[src/rtl/garuda_result_buffer.sv]
// garuda_result_buffer
// Small FIFO that buffers MAC results (data, destination register, hart ID,
// transaction ID) until the core accepts them. Results that arrive while the
// buffer is full and nothing drains are dropped. A sticky overflow flag and a
// saturating drop counter record these drops.
//
// Optional feature: define GARUDA_RESULT_BYPASS_EN to let a result go straight
// through to the core in the same cycle when the buffer is empty. Without the
// macro, every output comes from registered state only.

module garuda_result_buffer #(
  parameter int XLEN     = 32,
  parameter int DEPTH    = 4,
  parameter int HARTID_W = 2,
  parameter int ID_W     = 3
) (
  input  logic                       clk_i,
  input  logic                       rst_i,
  input  logic                       valid_i,
  input  logic                       we_i,
  input  logic [XLEN-1:0]            result_i,
  input  logic [4:0]                 rd_addr_i,
  input  logic [HARTID_W-1:0]        hartid_i,
  input  logic [ID_W-1:0]            id_i,
  input  logic                       clear_i,
  output logic                       res_valid_o,
  input  logic                       res_ready_i,
  output logic [XLEN-1:0]            res_data_o,
  output logic [4:0]                 res_rd_addr_o,
  output logic [HARTID_W-1:0]        res_hartid_o,
  output logic [ID_W-1:0]            res_id_o,
  output logic                       full_o,
  output logic [$clog2(DEPTH+1)-1:0] count_o,
  output logic                       overflow_o,
  output logic [7:0]                 drop_cnt_o
);

  localparam int AW = $clog2(DEPTH);
  localparam int CW = $clog2(DEPTH + 1);
  localparam logic [CW-1:0] DepthC = CW'(DEPTH);
  localparam logic [CW-1:0] OneC   = CW'(1);

  typedef struct packed {
    logic [XLEN-1:0]     data;
    logic [4:0]          rdAddr;
    logic [HARTID_W-1:0] hartid;
    logic [ID_W-1:0]     id;
  } entry_t;

  entry_t        mem_q [DEPTH];
  logic [AW-1:0] wrPtr_q, wrPtr_d;
  logic [AW-1:0] rdPtr_q, rdPtr_d;
  logic [CW-1:0] count_q, count_d;
  logic          overflow_q, overflow_d;
  logic [7:0]    dropCnt_q, dropCnt_d;

  entry_t inEntry;
  entry_t headEntry;
  logic   isEmpty;
  logic   isFull;
  logic   headValid;
  logic   pushReq;
  logic   popFire;
  logic   queuePop;
  logic   store;
  logic   drop;

`ifdef GARUDA_RESULT_BYPASS_EN
  logic   bypassHit;
  logic   bypassThrough;
`endif

  // Pack the incoming result fields and pick up the current head entry
  always_comb begin
    inEntry.data   = result_i;
    inEntry.rdAddr = rd_addr_i;
    inEntry.hartid = hartid_i;
    inEntry.id     = id_i;
    headEntry      = mem_q[rdPtr_q];
  end

  // Decide push, pop, store and drop for this cycle
  always_comb begin
    isEmpty   = (count_q == '0);
    isFull    = (count_q == DepthC);
    headValid = !isEmpty;
    pushReq   = valid_i && we_i && !clear_i;
`ifdef GARUDA_RESULT_BYPASS_EN
    // When empty, an incoming result is shown to the core directly. If the
    // core takes it right away, it never needs to enter the storage.
    bypassHit     = isEmpty && valid_i && we_i;
    popFire       = (headValid || bypassHit) && res_ready_i && !clear_i;
    bypassThrough = isEmpty && popFire;
    queuePop      = popFire && !isEmpty;
    store         = pushReq && (!isFull || popFire) && !bypassThrough;
`else
    popFire       = headValid && res_ready_i && !clear_i;
    queuePop      = popFire;
    store         = pushReq && (!isFull || popFire);
`endif
    drop          = pushReq && isFull && !popFire;
  end

  // Next-state for pointers, occupancy and drop bookkeeping
  always_comb begin
    wrPtr_d    = wrPtr_q;
    rdPtr_d    = rdPtr_q;
    count_d    = count_q;
    overflow_d = overflow_q;
    dropCnt_d  = dropCnt_q;
    if (clear_i) begin
      wrPtr_d    = '0;
      rdPtr_d    = '0;
      count_d    = '0;
      overflow_d = 1'b0;
      dropCnt_d  = '0;
    end else begin
      if (store) begin
        wrPtr_d = wrPtr_q + 1'b1;
      end
      if (queuePop) begin
        rdPtr_d = rdPtr_q + 1'b1;
      end
      unique case ({store, queuePop})
        2'b10:   count_d = count_q + OneC;
        2'b01:   count_d = count_q - OneC;
        default: count_d = count_q;
      endcase
      if (drop) begin
        overflow_d = 1'b1;
        if (dropCnt_q != 8'hFF) begin
          dropCnt_d = dropCnt_q + 8'd1;
        end
      end
    end
  end

  // Control state register with synchronous reset
  always_ff @(posedge clk_i) begin
    if (rst_i) begin
      wrPtr_q    <= '0;
      rdPtr_q    <= '0;
      count_q    <= '0;
      overflow_q <= 1'b0;
      dropCnt_q  <= '0;
    end else begin
      wrPtr_q    <= wrPtr_d;
      rdPtr_q    <= rdPtr_d;
      count_q    <= count_d;
      overflow_q <= overflow_d;
      dropCnt_q  <= dropCnt_d;
    end
  end

  // Entry storage; needs no reset because the output is masked when empty
  always_ff @(posedge clk_i) begin
    if (!rst_i && !clear_i && store) begin
      mem_q[wrPtr_q] <= inEntry;
    end
  end

  // Present the head entry to the core, zeros when nothing is valid
  always_comb begin
    res_valid_o   = headValid;
    res_data_o    = '0;
    res_rd_addr_o = '0;
    res_hartid_o  = '0;
    res_id_o      = '0;
    if (headValid) begin
      res_data_o    = headEntry.data;
      res_rd_addr_o = headEntry.rdAddr;
      res_hartid_o  = headEntry.hartid;
      res_id_o      = headEntry.id;
    end
`ifdef GARUDA_RESULT_BYPASS_EN
    if (bypassHit) begin
      res_valid_o   = 1'b1;
      res_data_o    = inEntry.data;
      res_rd_addr_o = inEntry.rdAddr;
      res_hartid_o  = inEntry.hartid;
      res_id_o      = inEntry.id;
    end
`endif
  end

  // Status outputs come straight from registers
  always_comb begin
    full_o     = (count_q == DepthC);
    count_o    = count_q;
    overflow_o = overflow_q;
    drop_cnt_o = dropCnt_q;
  end

endmodule

[config.mk]
export PLATFORM = sky130hd
export DESIGN_NAME = garuda_result_buffer
export DESIGN_NICKNAME = d
export VERILOG_FILES = /design/src/rtl/garuda_result_buffer.sv
export SDC_FILE = /design/constraint.sdc
export NUM_CORES = 1
export LEC_CHECK = 0
export ABC_AREA = 1
export CORE_MARGIN = 2
export CORE_UTILIZATION = 54
export DETAILED_ROUTE_END_ITERATION = 16
export GPL_TIMING_DRIVEN = 0
export PLACE_DENSITY = 0.8
export SLEW_MARGIN = 40
export SYNTH_ARGS = -nofsm -noshare
export SYNTH_HDL_FRONTEND = slang
export SYNTH_SLANG_ARGS = --single-unit
[constraint.sdc]
create_clock -name clk_i -period 4.5 [get_ports clk_i]
set_input_delay 0.9 -clock clk_i [delete_from_list [all_inputs] [get_ports clk_i]]
set_output_delay 0.9 -clock clk_i [all_outputs]
set_load 0.01 [all_outputs]
# Word level (Yosys, flattened, before mapping)
# Memory sizes are Yosys's and may differ from the RTL's. A register that Yosys moved wholly into a read port is not among the register bits.
# Index checks and enable logic that the tools add are counted.
word_totals:
  regBits: 16
  ramBits: 168
  input_bits: 48
  out_inout_bits: 56
  wordCells: 43
  n_memories: 1
memory_table:
  columns: ["name", "depth", "word_bits", "read_ports", "rd_clocked_by_memory_dff", "wr", "line_no", "source"]
  rows:
  - ["mem_q", 4, 42, 1, 1, 1, "50", "entry_t mem_q [DEPTH];"]
op_classes:
  n_addsub: 5
  n_eq_ne: 4
  muxes: 9
  reduce_logical: 19
ops:
  columns: ["operator", "n"]
  rows:
  - ["32-bit two-way mux", 1]
  - ["1-bit logical AND", 9]
  - ["8-bit by 1-bit adder with 8-bit output, second input constant", 1]
  - ["8-bit != test, second input constant", 1]
  - ["2-bit two-way mux", 3]
  - ["3-bit one-hot mux with 2 select lines", 1]
  - ["1-bit logical NOT", 5]
  - ["5-bit two-way mux", 1]
  - ["2-bit by 1-bit adder with 2-bit output, second input constant", 2]
  - ["3-bit by 1-bit adder with 3-bit output, second input constant", 1]
  - ["3-bit equality test, second input constant", 1]
  - ["3-bit logical NOT", 1]
  - ["3-bit two-way mux", 1]
  - ["3-bit by 1-bit subtractor with 3-bit output, second input constant", 1]
  - ["2-bit by 1-bit equality test with 1-bit output, second input constant", 1]
  - ["2-bit equality test, second input constant", 1]
  - ["1-bit two-way mux", 2]
  - ["2-bit AND reduction", 1]
  - ["2-bit nonzero test", 1]
  - ["2-bit OR reduction", 1]
  - ["1-bit logical OR", 1]

# Logic depth before layout (Yosys ltp)
depth:
  depth_word: 9
  mapped_depth: 9
  depth_no_buf: 9

# Worst setup path after synthesis
# OpenSTA, ideal clock, no wires.
synth_timing:
  path_type: "input-to-reg"
  start: "input res_ready_i"
  end: "memory mem_q[0][0] (netlist bit) (enable)"
  setup_ps: 442
  arrival_ps: 3226
  required_time_ps: 4058
  path_slack_ps: 833
  path_stages: 6
  path_buffers: 0
  path_cell_list: "inv_1 nor2_1 nor2_4 inv_1 nand3_1 nor2_1"
synth_via:
  elab_chain_cells: 7
synth_lines:
  columns: ["element", "line_no", "source"]
  rows:
  - ["from (decl)", "27", "input logic res_ready_i,"]
  - ["1-bit logical AND (2 in a row)", "97", "popFire = headValid && res_ready_i && !clear_i;"]
  - ["1-bit logical OR", "99", "store = pushReq && (!isFull || popFire);"]
  - ["1-bit logical AND", "99", null]
  - ["1-bit logical AND", "157", "if (!rst_i && !clear_i && store) begin"]
  - ["1-bit two-way mux", "157", null]
  - ["1-bit two-way mux (implied by the code)", "158", "mem_q[wrPtr_q] <= inEntry;"]
  - ["to (decl)", "50", null]
# Every way passes these cells.

# Worst setup path after layout
layout_timing:
  start: "register count_q[1] (netlist: count_o[1])"
  end: "output res_hartid_o[0]"
layout_via:
  elab_chain_cells: 2
layout_lines:
  columns: ["element", "line_no", "source"]
  rows:
  - ["from (decl)", "53", "logic [CW-1:0] count_q, count_d;"]
  - ["from (signal assigned)", "149", "count_q <= count_d;"]
  - ["3-bit logical NOT", "84", "isEmpty = (count_q == '0);"]
  - ["2-bit two-way mux", "169", "if (headValid) begin"]
  - ["to (decl)", "30", "output logic [HARTID_W-1:0] res_hartid_o,"]
# Every way passes these cells.

==> impl_metrics.csv <==
group,metric,value,unit
clock_network,ctsRootBufferMaster,"clkbuf_16",
worst_setup_path,startpoint,"count_o[1]",
sta,setup_tns,0,ns
place,post_dp_cell_area,8920,um2
clock_network,clock_sinks,186,
floorplan,start_util,0.557,
clock_network,cts_tree,"built",
sta,worstMarginPinSlew,0.640,ns
hold_path,hp-class,"flop to flop",
place,place.gp.congestion,0.783,
power_and_ir_drop,power.switching,0.000644,W
sta,period_minus_slack,3.44,ns
finish,mostFrequentLayoutCells,"nor2_1 (184), edfxtp_1 (168), clkdlybuf4s50_1 (103)",
drt,drt_pre_antenna_iters,6,
worst_setup_path,cp-end-kind,"output pin",
sta,final-hold-violation-count,0,
clock_network,tritoncts.num_buffers,17,
finish,final_cells,958,
sta,report.final.slew_viol_count,0,
drt,routed_wl,16.7,mm
yosys,synth.avg_cell_area,11.6,um2
drt,postRouteAntennaNets,0,
sta,timing.final.crit_share,0.764,
yosys,ys_ff_latch,186,
status,outcome,"completed",
sta,setup_viol,0,
worst_setup_path,slowest_stage,"clkdlybuf4s50_1",
power_and_ir_drop,p_int,0.00282,W
worst_setup_path,regToRegEndpoint,"mem_q[1][19]",
clock_network,cts_setup_buffers,0,
global_routing,grt_pass1_wl,26.3,mm
clock_network,clock_latency,0.42,ns
finish,fin_area,9490,um2
power_and_ir_drop,p_comb_frac,0.040,
finish,area_growth,27.7,%
floorplan,die_w,121,um
hold_path,worstHoldStart,"overflow_o",
drt,drc,0,
power_and_ir_drop,pwr-share-clk,0.415,
clock_network,clock_path_buffers,2,
flow_run,maxCapViolCount,0,
worst_setup_path,worst-endpoint-arrival,2.54,ns
drt,dr_total_vias,5261,
yosys,yosys.cell_types.count,22,
global_routing,overflow,0,
finish,multi_input_area,1810,um2
hold_path,min_path_cells,2,
finish,fillers,910,
global_routing,antenna_found_initial,0,
yosys,seq_area_frac_synth,0.727,
place,io_buffers,103,
clock_network,path_clk_slew,0.06,ns
clock_network,htree_levels,4,
sta,max-slew-margin-rel,0.573,
sta,fmax,291,MHz
worst_setup_path,critPathRequiredTime,3.60,ns
global_routing,grt_max_degree,18,
yosys,synth_fp_nets,693,
drt,drtIter0Drc,423,
finish,num_antenna_cells,0,
global_routing,grt_usage,0.239,
place,hpwl,10.7,mm
worst_setup_path,r2r-start,"count_o[1]",
worst_setup_path,reg2reg_depth,8,
drt,routedWlPerCell,17.4,um
floorplan,core.rowCount,42,
place,placed_cells,926,
finish,finalNetCount,823,
worst_setup_path,crit_fanout,10,
floorplan,die_h,121,um
power_and_ir_drop,leakage,3.26,nW
worst_setup_path,crit_path_cell_trace,"nor2_1 > nand2_1 > clkinv_1 > clkbuf_1 > a21oi_1 > clkdlybuf4s50_1",
power_and_ir_drop,vdd_drop_max,0.000248,V
floorplan,core,13300,um2
clock_network,cts.repair.resized,0,
finish,layout_commonest_cell,"nor2_1",
finish,ff_latch_area,5410,um2
clock_network,postCtsHoldBufs,0,
power_and_ir_drop,seqPwrFrac,0.545,
floorplan,dieArea,14700,um2
yosys,synth_area,7430,um2
worst_setup_path,r2r_slack,2.12,ns
power_and_ir_drop,swShare,0.186,
hold_path,worstHoldEndpoint,"overflow_o",
worst_setup_path,slowest_delay,0.64,ns
power_and_ir_drop,power_density,366,nW/um2
sta,skew,0.00510,ns
worst_setup_path,worstSetupStartpointType,"flop",
yosys,netlist_instances,639,
sta,rsz0062_at_grt,"false",
drt,drt-vias-per-instance,5.49,
floorplan,io_pins,104,
finish,drive_gt1_frac,0.0729,
global_routing,grt_pass1_vias,5404,
yosys,yosysWarnings,0,
worst_setup_path,critPathKind,"flop to output pin",
-- flip-flops by register name, summed over array words and instances, names as in the netlist, named ones only --
| signal | flops |
|---|---|
| mem_q | 168 |
| rdPtr_q | 2 |
| count_o | 3 |
| overflow_o | 1 |
| drop_cnt_o | 8 |
| wrPtr_q | 2 |
-- worst max-delay path, delay by kind of cell, from the launching register on --
| family | cells | cell delay (ns) |
|---|---|---|
| AOI/OAI and AO/OA | 1 | 0.27 |
| DFF | 1 | 0.38 |
| buffers and inverters | 3 | 1.22 |
| and+or+nand+nor | 2 | 0.25 |
-- cell families after synthesis --
| logic type | synth area share |
|---|---|
| fa+ha+maj | 0.0111 |
| simple gates | 0.126 |
| flops | 0.727 |
| xor+xnor | 0.00354 |
| buf+inv | 0.0332 |
| compound gates | 0.0990 |
-- Yosys cell counts (all sizes together) --
library cell  number  area [um2]
inv               26        97.6
buf               15        77.6
nand2             33         126
nand3b             2        15.0
clkinv             2        7.51
o21ai             92         460
nor2             190         728
xnor2              1        8.76
ha                 5        62.6
xor2               2        17.5
fa                 1        20.0
a21oi             55         275
nand4              4        25.0
clkbuf            17        63.8
dfxtp             18         360
nand3              8        40.0
edfxtp           168        5040
-- power by group through the flow --
stage	registers, W	logic (W)	clock network, W
2_1_floorplan	0.00193	0.0000393	0
3_3_place_gp	0.00193	0.000129	0
3_5_place_dp	0.00193	0.000137	0
4_1_cts	0.00189	0.000138	0.00145
5_1_grt	0.00189	0.000149	0.00151
6_report	0.00189	0.000139	0.00144
-- final cells by class --
| type | instances | share of cell area |
|---|---|---|
| flip-flops and latches | 186 | 0.570 |
| multi-input cells | 393 | 0.191 |
| repair buffers | 111 | 0.131 |
| clock buffers | 23 | 0.0472 |
| well taps | 176 | 0.0232 |
| plain buffers | 32 | 0.0149 |
| clock inverters | 9 | 0.0129 |
| inverters | 28 | 0.0111 |
-- through the flow --
stage | utilization | hold slack [ns] | total power, W | worst slack, ns
detailed placement | 0.668 | 0.451 | 0.00206 | 0.872
CTS | 0.711 | 0.467 | 0.00348 | 1.01
global route | 0.711 | 0.484 | 0.00355 | 0.913
finish | 0.711 | 0.461 | 0.00347 | 1.06
global placement | 0.650 | 0.442 | 0.00206 | -1.16
floorplan | - | 0.436 | 0.00197 | 0.833
-- per-layer routing --
| metal | global-route usage | vias to the layer above | wire [um] |
|---|---|---|---|
| li1 | - | 2490 | - |
| met3 | 0.0564 | 21 | 1210 |
| met4 | 0.105 | 0 | 247 |
| met2 | 0.414 | 205 | 8510 |
| met1 | 0.284 | 2545 | 6710 |
| met5 | 0 | - | 0 |
-- how the worst max path moves through the flow --
stage | to | slack, ns
3_5_place_dp | mem_q[2][18] | 0.87
2_1_floorplan | mem_q[0][0] | 0.83
6_report | res_hartid_o[0] | 1.06
3_3_place_gp | mem_q[3][17] | -1.16
4_1_cts | res_hartid_o[0] | 1.01
5_1_grt | res_hartid_o[0] | 0.91
Note: power is estimated with default switching activity, not from simulation.
==> variant: new RTL, same flow settings <==
Register the output `drop_cnt_o`; this adds one clock of latency there. The other outputs are not delayed to match.
--- a/src/rtl/garuda_result_buffer.sv
+++ b/src/rtl/garuda_result_buffer.sv
@@ -46,6 +46,8 @@
     logic [HARTID_W-1:0] hartid;
     logic [ID_W-1:0]     id;
   } entry_t;
+
+  logic [7:0] drop_cnt_d;
 
   entry_t        mem_q [DEPTH];
   logic [AW-1:0] wrPtr_q, wrPtr_d;
@@ -188,7 +190,11 @@
     full_o     = (count_q == DepthC);
     count_o    = count_q;
     overflow_o = overflow_q;
-    drop_cnt_o = dropCnt_q;
+    drop_cnt_d = dropCnt_q;
+  end
+
+  always_ff @(posedge clk_i) begin
+    drop_cnt_o <= drop_cnt_d;
   end
 
 endmodule
Behaviour: not the same (Yosys sat finds a counterexample within 10 cycles, from zero or initial values).
==> variant against the original RTL <==
Register-to-register slack better by 0.06 ns. Sequential cell count up 8. Hold slack got worse by 0.061 ns. Cell area increased by 2.6%. Sequential power rose by 4%. Synthesized area grew 3.1%. Wire length up 5.0%. Die area grew 3.0%. Core utilization decreased by 0.98 points. Setup slack better by 0.054 ns. Total power rose by 0.21%. Global-route usage fell by 0.26 points. First-iteration DRC count increased by 35%. Critical path type unchanged. Largest cell class unchanged.
==> variant: results (changes against the original RTL) <==
- Vias in the first global route: 5,259 (-2.7%)
- Routed WL: 17,510 um (+5.0%)
- Register area share after synthesis: 0.7263 (-0.001073)
- Peak supply drop: 207.6 uV (-16%)
- Placed Instances: 942 (+1.7%)
- Worst hold stages: 0 (-2)
- First-pass GRT wire length: 26,360 um (+0.42%)
- GRT Util Overall: 0.2364 (-0.002565)
- Dpl cell area: 0.009186 mm^2 (+3.0%)
- Synth unique cells: 27 (+23%)
- Post-Place Setup Slack: 0.8865 ns (+0.01406 ns)
- Setup Skew: 0.01068 ns (+0.005578 ns)
- Ranking of synthesized cells by area: edfxtp_1 (66%), nor2_1 (9.0%), dfxtp_1 (6.8%)
- Data arrival time of the critical path: 2.48 ns (-0.06 ns)
- Final nets: 835 (+1.5%)
- CP max stage delay: 0.61 ns (-0.03 ns)
- Synth Area in Compound Gates: 0.09602 (-0.002991)
- Worst Hold End: drop_cnt_o[4]
- Routed vias: 5,369 (+2.1%)
- LEAKAGE: 0.003374 uW (+3.4%)
- Syn nets: 703 (+1.4%)
- CP max FO: 10 (unchanged)
- 1st-iter DRT viols: 570 (+35%)
- R2R Setup Slk: 2.18 ns (+0.06 ns)
- FFs w/ async S/R, synth: 0 (unchanged)
- Synth Area per Inst: 11.81 um^2 (+1.5%)
- Critical R2R Launch: count_o[0]
- Status: finished, final reports clean
- Largest net degree at the start of global routing: 17 (-1)
- Post-synth top cells: nor2_1 (184), edfxtp_1 (168), o21ai_0 (56)
- GP Congestion: 0.8451 (+7.9%)
- XOR/XNOR Fraction of Synth Area: 0.003429 (-0.0001068)
- Fill count: 947 (+4.1%)
- Post-Synth Adder-Cell Area: 0.01078 (-0.0003357)
- Multi-input gate area: 0.001861 mm^2 (+2.8%)
- Layout cells sized above 1: 0.08942 (+0.01653)
- Hold path startpoint: dropCnt_q[4]
- Fin cells: 974 (+1.7%)
- Initial antenna violation count: 1 (+1)
- RR Endpoint: mem_q[2][33]
- HPWL after DPL: 11,120 um (+4.0%)
- Worst Tran Pin Value: 0.6113 ns (-0.02911 ns)
variant: cell count changes in the layout (fill, tap and decap cells not counted), sizes merged, moves of 2 or more:
cell / unedited run / this run
bufinv: 3 / 1
clkinv: 7 / 11
dfxtp: 18 / 26
clkinvlp: 1 / 4
clkbuf: 40 / 33
inv: 26 / 29
buf: 23 / 27
variant: where the power goes:
group          total [uW]  switching, uW  internal (uW)
sequential           1960           2.45           1960
combinational         142           70.9           70.9
clock                1380            617            758
variant: cell families (layout without fill, tap and decap cells):
logic type	after synthesis	after routing
AOI/OAI and AO/OA	147	147
xor gates and xnor gates	3	3
buffers and inverters	63	208
and+or+nand+nor	236	236
adders and majority gates	6	6
DFF	194	194
variant: how the worst max path moves through the flow:
stage | from | end | slack, ns | cells after the start
2_1_floorplan | clear_i | mem_q[0][0] | 0.86 | 4
3_3_place_gp | clear_i | mem_q[3][34] | -1.17 | 5
3_5_place_dp | clear_i | mem_q[2][28] | 0.89 | 7
4_1_cts | count_o[2] | res_hartid_o[0] | 1.06 | 6
5_1_grt | count_o[2] | res_hartid_o[0] | 0.92 | 6
6_report | count_o[2] | res_hartid_o[0] | 1.12 | 6
variant: area by class of cell:
class	count	area share
sequential	194	0.5718
multi-input combinational	392	0.1912
inverter	31	0.01196
timing repair buffer	113	0.1304
buffer	32	0.01543
clock inverter	14	0.01208
tap	180	0.02314
clock buffer	18	0.04409
variant: metrics by stage:
| step | hold WS [ns] | setup TNS (ns) |
|---|---|---|
| 2_1_floorplan | 0.3680 | 0 |
| 3_3_place_gp | 0.3926 | -194.21 |
| 3_5_place_dp | 0.3895 | 0 |
| 4_1_cts | 0.4024 | 0 |
| 5_1_grt | 0.4213 | 0 |
| 6_report | 0.4005 | 0 |
variant: worst max-delay path, delay by kind of cell (launching register included):
kind	cells	cell delay, ns
AO/OA/AOI/OAI	1	0.26
buffers and inverters	4	1.28
AND/OR/NAND/NOR	1	0.12
flip-flops	1	0.39
variant: layer usage:
metal  part of all wire  up-vias  GRT usage  routed length, um
li1                   -     2517          -                  -
met1               0.39     2581     0.2799               6776
met2               0.52      245     0.4080               9081
met3              0.084       24    0.07518               1467
met4             0.0097        2    0.08097                170
met5            0.00074        -          0                 13
